===== src/rtl/voice_scheduler_if.sv =====
// Config and waveshaper bus of the voice scheduler.
//   cfg_we/cfg_voice/cfg_divisor/cfg_mode/cfg_en : per-voice config write from the note front end
//   ws_count/ws_divisor/ws_mode                   : current-slot voice presented to the waveshaper
//   ws_sample                                     : waveshaper result for the presented voice
// master = front end + waveshaper side, slave = scheduler side.
interface voice_scheduler_if #(
  parameter int NVOICES = 4,
  parameter int CNT_W   = 19,
  parameter int SMP_W   = 8
);
  logic                       cfg_we;
  logic [$clog2(NVOICES)-1:0] cfg_voice;
  logic [CNT_W-1:0]           cfg_divisor;
  logic [2:0]                 cfg_mode;
  logic                       cfg_en;
  logic [CNT_W-1:0]           ws_count;
  logic [CNT_W-1:0]           ws_divisor;
  logic [2:0]                 ws_mode;
  logic [SMP_W-1:0]           ws_sample;

  modport master (
    output cfg_we, cfg_voice, cfg_divisor, cfg_mode, cfg_en, ws_sample,
    input  ws_count, ws_divisor, ws_mode
  );

  modport slave (
    input  cfg_we, cfg_voice, cfg_divisor, cfg_mode, cfg_en, ws_sample,
    output ws_count, ws_divisor, ws_mode
  );
endinterface


===== src/rtl/voice_scheduler.sv =====
// Time-multiplexes one combinational waveshaper across NVOICES voices.
// Owns per-voice phase counters and config, presents one voice per clock,
// and sums the returned samples of enabled voices into one mix per frame.
//   clk         : system clock
//   Rst_i       : asynchronous active-low reset
//   bus         : config write port and waveshaper presentation (slave side)
//   slot_o      : current slot / presented voice index
//   mix_o       : registered sum of enabled voice samples of the last frame
//   mix_valid_o : one-cycle pulse when mix_o updates
module voice_scheduler #(
  parameter int NVOICES = 4,
  parameter int CNT_W   = 19,
  parameter int SMP_W   = 8,
  parameter int MIX_W   = SMP_W + $clog2(NVOICES)
) (
  input  logic                       clk,
  input  logic                       Rst_i,
  voice_scheduler_if.slave           bus,
  output logic [$clog2(NVOICES)-1:0] slot_o,
  output logic [MIX_W-1:0]           mix_o,
  output logic                       mix_valid_o
);
  localparam int SW = $clog2(NVOICES);
  localparam logic [SW-1:0] LAST = SW'(NVOICES - 1);

  logic [CNT_W-1:0] count   [NVOICES];
  logic [CNT_W-1:0] divisor [NVOICES];
  logic [2:0]       mode    [NVOICES];
  logic             en      [NVOICES];
  logic [MIX_W-1:0] acc;
  logic [MIX_W-1:0] add;

  // Phase counters and config registers. A write retriggers the phase,
  // taking priority over the hold/wrap/increment rule.
  always_ff @(posedge clk or negedge Rst_i) begin
    if (!Rst_i) begin
      for (int unsigned v = 0; v < NVOICES; v++) begin
        count[v]   <= '0;
        divisor[v] <= '0;
        mode[v]    <= '0;
        en[v]      <= 1'b0;
      end
    end else begin
      for (int unsigned v = 0; v < NVOICES; v++) begin
        if (bus.cfg_we && bus.cfg_voice == SW'(v)) begin
          divisor[v] <= bus.cfg_divisor;
          mode[v]    <= bus.cfg_mode;
          en[v]      <= bus.cfg_en;
          count[v]   <= '0;
        end else if (divisor[v] <= CNT_W'(1)) begin
          count[v] <= '0;
        end else if (count[v] == divisor[v] - CNT_W'(1)) begin
          count[v] <= '0;
        end else begin
          count[v] <= count[v] + CNT_W'(1);
        end
      end
    end
  end

  // Presentation muxes read the registers, so a write in the current slot
  // only becomes visible at that voice's next presentation.
  always_comb begin
    bus.ws_count   = count[slot_o];
    bus.ws_divisor = divisor[slot_o];
    bus.ws_mode    = mode[slot_o];
    add            = en[slot_o] ? MIX_W'(bus.ws_sample) : '0;
  end

  always_ff @(posedge clk or negedge Rst_i) begin
    if (!Rst_i) begin
      slot_o      <= '0;
      acc         <= '0;
      mix_o       <= '0;
      mix_valid_o <= 1'b0;
    end else begin
      slot_o <= slot_o + SW'(1);
      if (slot_o == LAST) begin
        mix_o       <= acc + add;
        acc         <= '0;
        mix_valid_o <= 1'b1;
      end else begin
        acc         <= acc + add;
        mix_valid_o <= 1'b0;
      end
    end
  end
endmodule

===== src/flat_wrapper.sv =====
// flat-port wrapper written by rule: the top's interface ports become plain ports
module voice_scheduler_flat 
#(
  parameter int NVOICES = 4,
  parameter int CNT_W   = 19,
  parameter int SMP_W   = 8,
  parameter int MIX_W   = SMP_W + $clog2(NVOICES)
)
  (clk, Rst_i, slot_o, mix_o, mix_valid_o, bus_cfg_we, bus_cfg_voice, bus_cfg_divisor, bus_cfg_mode, bus_cfg_en, bus_ws_sample, bus_ws_count, bus_ws_divisor, bus_ws_mode);
  voice_scheduler_if #(.NVOICES(NVOICES), .CNT_W(CNT_W), .SMP_W(SMP_W)) bus_i ();
  input  logic clk;
  input  logic Rst_i;
  output logic [$clog2(NVOICES)-1:0] slot_o;
  output logic [MIX_W-1:0] mix_o;
  output logic mix_valid_o;
  input wire logic [$bits(bus_i.cfg_we)-1:0] bus_cfg_we;
  input wire logic [$bits(bus_i.cfg_voice)-1:0] bus_cfg_voice;
  input wire logic [$bits(bus_i.cfg_divisor)-1:0] bus_cfg_divisor;
  input wire logic [$bits(bus_i.cfg_mode)-1:0] bus_cfg_mode;
  input wire logic [$bits(bus_i.cfg_en)-1:0] bus_cfg_en;
  input wire logic [$bits(bus_i.ws_sample)-1:0] bus_ws_sample;
  output wire logic [$bits(bus_i.ws_count)-1:0] bus_ws_count;
  output wire logic [$bits(bus_i.ws_divisor)-1:0] bus_ws_divisor;
  output wire logic [$bits(bus_i.ws_mode)-1:0] bus_ws_mode;
  assign bus_i.cfg_we = bus_cfg_we;
  assign bus_i.cfg_voice = bus_cfg_voice;
  assign bus_i.cfg_divisor = bus_cfg_divisor;
  assign bus_i.cfg_mode = bus_cfg_mode;
  assign bus_i.cfg_en = bus_cfg_en;
  assign bus_i.ws_sample = bus_ws_sample;
  assign bus_ws_count = bus_i.ws_count;
  assign bus_ws_divisor = bus_i.ws_divisor;
  assign bus_ws_mode = bus_i.ws_mode;
  voice_scheduler #(.NVOICES(NVOICES), .CNT_W(CNT_W), .SMP_W(SMP_W), .MIX_W(MIX_W)) u_core (.clk(clk), .Rst_i(Rst_i), .bus(bus_i), .slot_o(slot_o), .mix_o(mix_o), .mix_valid_o(mix_valid_o));
endmodule

===== config.mk =====
export PLATFORM = sky130hd
export DESIGN_NAME = voice_scheduler_flat
export DESIGN_NICKNAME = d
export VERILOG_FILES = /design/src/rtl/voice_scheduler_if.sv /design/src/rtl/voice_scheduler.sv /design/src/flat_wrapper.sv
export SDC_FILE = /design/constraint.sdc
export NUM_CORES = 1
export LEC_CHECK = 0
export BUFFER_PORTS_ARGS = -buffer_cell sky130_fd_sc_hd__buf_2
export CAP_MARGIN = 25
export CORE_ASPECT_RATIO = 0.6
export CORE_MARGIN = 2
export CORE_UTILIZATION = 49
export CTS_BUF_LIST = sky130_fd_sc_hd__clkbuf_4 sky130_fd_sc_hd__clkbuf_8 sky130_fd_sc_hd__clkbuf_16
export DETAILED_ROUTE_END_ITERATION = 16
export PLACE_DENSITY = 0.76
export REMOVE_ABC_BUFFERS = 1
export SLEW_MARGIN = 20
export SYNTH_ARGS = -nofsm -noshare
export SYNTH_HDL_FRONTEND = slang
export SYNTH_SLANG_ARGS = --single-unit

===== constraint.sdc =====
create_clock -name clk -period 7.5 [get_ports clk]
set_clock_uncertainty 0.05 [all_clocks]
set_input_delay 0.375 -clock clk [delete_from_list [all_inputs] [get_ports clk]]
set_output_delay 0.375 -clock clk [all_outputs]
set_load 0.005 [all_outputs]

==> metrics <==
Rows=44; final worst slack=3880 ps; Switching Fraction=0.354; Startpoint Class=register; combinational share of power=0.254; Syn Std Cell Area=12200 um^2; Fmax=0.276 GHz; cells along the critical path=mux4_2 > and2_1 > ha_1 > fa_1 > a21o_1 > a21oi_1 > nor2b_1 > o21a_1 > o41ai_1 > xor2_1 > mux2i_1; Post-synth top flop=dfrtp_1; clock-pin slew on the worst setup and hold paths=70 ps; Fillers=2109; synth warn=0; most common cell in the netlist=dfrtp_1; Initial Util=0.502; CP max stage delay=780 ps; core area=24300 um^2; Setup TNS=0 ps; Seq pwr share=0.462; clock period minus worst slack=3620 ps; clock share of power=0.284; clock latency on the worst-skew pair=460 ps; first-pass GRT wire length=54200 um; share of cells above drive strength 1=0.247; clock root buffer=clkbuf_16; Num CTS Buffers=17; part of the Yosys area used for sequential elements=0.392; drt total wl=34800 um; Final Max Slew Viols=0; via/cell ratio=6.20; number of global-route vias before repair=9153; CP max stage cell=dfrtp_2; clock buffer depth=2; CP max FO=23; Die H=126 um; total global routing overflow=0; Worst-Margin Slew=1020 ps; Finished Layout Cells=1563; CTS tree=yes; Setup crit end kind=register; Mapped Avg Cell Area=10.4 um^2; # IOs=90; Rel. slew slack=0.317; Sw Pwr=1170 uW; first drt pass iteration count=5; initial antenna violation count=0; M1 GR Usage=0.406; ys async rst share=1.00; kind of critical path=register to register; Final Hold Vio Count=0; area of the multi-input gates=7010 um^2; internal cell power=2140 uW; Most Used Layer, Global Route=met1; Yosys top cell by area=dfrtp_1; met2 global-route usage=0.383; RSZ-0062 raised after global routing=no; final core utilization=0.557; Final Wtd Congestion=0.979; post-route DRC violation count=0; Cell variety after synth=81; total inserted antenna cells=0; status=complete, no violations; htree depth=4; CTS sink cnt=191; IO Port Bufs=89; Hold Path Class=primary input to register; number of synthesized flops with an enable pin=0; grt met3 use=0.0965; VDD IR max=156 uV; setup bufs post-CTS=0; Avg WL per Cell=22.3 um; flops & latches, synth=191; Yosys top cell area share=0.392; fin crit share=0.483; leakage power=0.00567 uW; die extent in x=208 um; Max-Cap Viols=0; Synth Instances=1176; die area=26200 um^2; area grow syn2layout=11.0%; Pwr Density=245 nW/um^2; largest net degree at the start of global routing=74; Final setup viols=0; overall global routing resource usage=0.272; Reg area=4780 um^2; Commonest cells post-synth=dfrtp_1, nor2_1, xnor2_1; DP HPWL=26000 um; total number of vias=9693; Data arrival, critical path=3900 ps; Critical Path RT=7780 ps; final net count=1286; Cells after DPL=1526; Final ANT Viol Nets=0; initial drt markers=848; main area contributors after synthesis=dfrtp_1, mux2_2, mux4_2; DP Worst Slack=3530 ps; post-cts resize count=0
[worst paths after layout]
| kind | from | slack (ps) | depth (start not counted) | to |
|---|---|---|---|---|
| max | u_core.slot_o[1] | 3880 | 11 | u_core.mix_o[8] |
| min | bus_cfg_mode[1] | 150 | 2 | u_core.mode[4] |
| max reg2reg | u_core.slot_o[1] | 3880 | 11 | u_core.mix_o[8] |
| min reg2reg | u_core.mode[7] | 460 | 1 | u_core.mode[7] |
| max in group asynchronous | Rst_i | 5770 | 3 | u_core.count[31] |
| min in group asynchronous | Rst_i | 400 | 2 | u_core.count[59] |
[critical path, delay by kind of cell (launching register included)]
kind	cells	cell delay (ps)
AOI/OAI and AO/OA	4	930
and+or+nand+nor	2	280
DFF	1	780
adders and majority gates	2	650
muxes	2	590
xor gates and xnor gates	1	230
[layer usage]
metal | part of all wire | up-vias | wire (um)
li1 | - | 4326 | -
met1 | 0.45 | 4905 | 15500
met2 | 0.42 | 437 | 14600
met3 | 0.12 | 25 | 4340
met4 | 0.010 | 0 | 360
met5 | 0 | - | 0
[layout by cell type, fill, tap and decap left out, types with 8 or more instances in the layout]
| cell type | instances |
|---|---|
| dfrtp_1 | 189 |
| nor2_1 | 124 |
| xnor2_1 | 98 |
| mux2_2 | 93 |
| buf_2 | 88 |
| nand2_1 | 86 |
| xor2_1 | 68 |
| mux4_2 | 41 |
| nand3_1 | 38 |
| nand4_1 | 28 |
| nor4_1 | 27 |
| inv_1 | 26 |
| ha_1 | 21 |
| nor3_1 | 20 |
| a21oi_1 | 20 |
| and3_1 | 19 |
| clkbuf_16 | 17 |
| and2_1 | 14 |
| nor2b_1 | 13 |
| mux2i_1 | 13 |
| buf_4 | 12 |
| o21ai_0 | 10 |
| nor2_2 | 10 |
| or4_1 | 9 |
| nor3b_1 | 9 |
| and4_1 | 8 |
[logic make-up (layout without fill, tap and decap cells)]
| kind of cell | after synthesis | after routing | synth area share |
|---|---|---|---|
| DFF | 191 | 191 | 0.392 |
| AOI/OAI and AO/OA | 98 | 98 | 0.0591 |
| muxes | 148 | 148 | 0.175 |
| adders and majority gates | 22 | 22 | 0.0232 |
| buffers and inverters | 99 | 164 | 0.0331 |
| xor gates and xnor gates | 167 | 167 | 0.121 |
| and+or+nand+nor | 451 | 451 | 0.197 |
[per-stage QoR]
step	instance area [um^2]	hold WS (ps)	total power, uW
detailed placement	12800	318	2360
global placement	12800	313	2320
finish	13500	148	3310
CTS	13400	133	3300
floorplan	11900	29.4	2010
global route	13500	135	3470
[cell type report]
| cell class | instances | share of cell area |
|---|---|---|
| Clock buffer | 17 | 0.0315 |
| Multi-Input combinational cell | 886 | 0.518 |
| Tap cell | 322 | 0.0298 |
| Clock inverter | 15 | 0.0129 |
| Timing Repair Buffer | 106 | 0.0466 |
| Inverter | 26 | 0.00722 |
| Sequential cell | 191 | 0.354 |
[flip-flops by register name, summed over array words and instances (netlist names)]
name / cells
u_core.acc: 10
u_core.count: 76
u_core.divisor: 76
u_core.en: 4
u_core.mix_o: 10
u_core.mix_valid_o: 1
u_core.mode: 12
u_core.slot_o: 2
[power by group through the flow]
| stage | sequential, uW | clock [uW] | combinational, uW |
|---|---|---|---|
| CTS | 1510 | 955 | 839 |
| detailed placement | 1530 | 0 | 831 |
| finish | 1530 | 941 | 840 |
| floorplan | 1390 | 0 | 615 |
| global route | 1550 | 1000 | 925 |
| global placement | 1520 | 0 | 802 |
[what timing repair did]
item                                   4_1_cts  5_1_grt
endpoints found under the hold margin       50        0
hold buffers                                 1        0
setup endpoints to repair                    0        0
(Power assumes the default switching activity.)
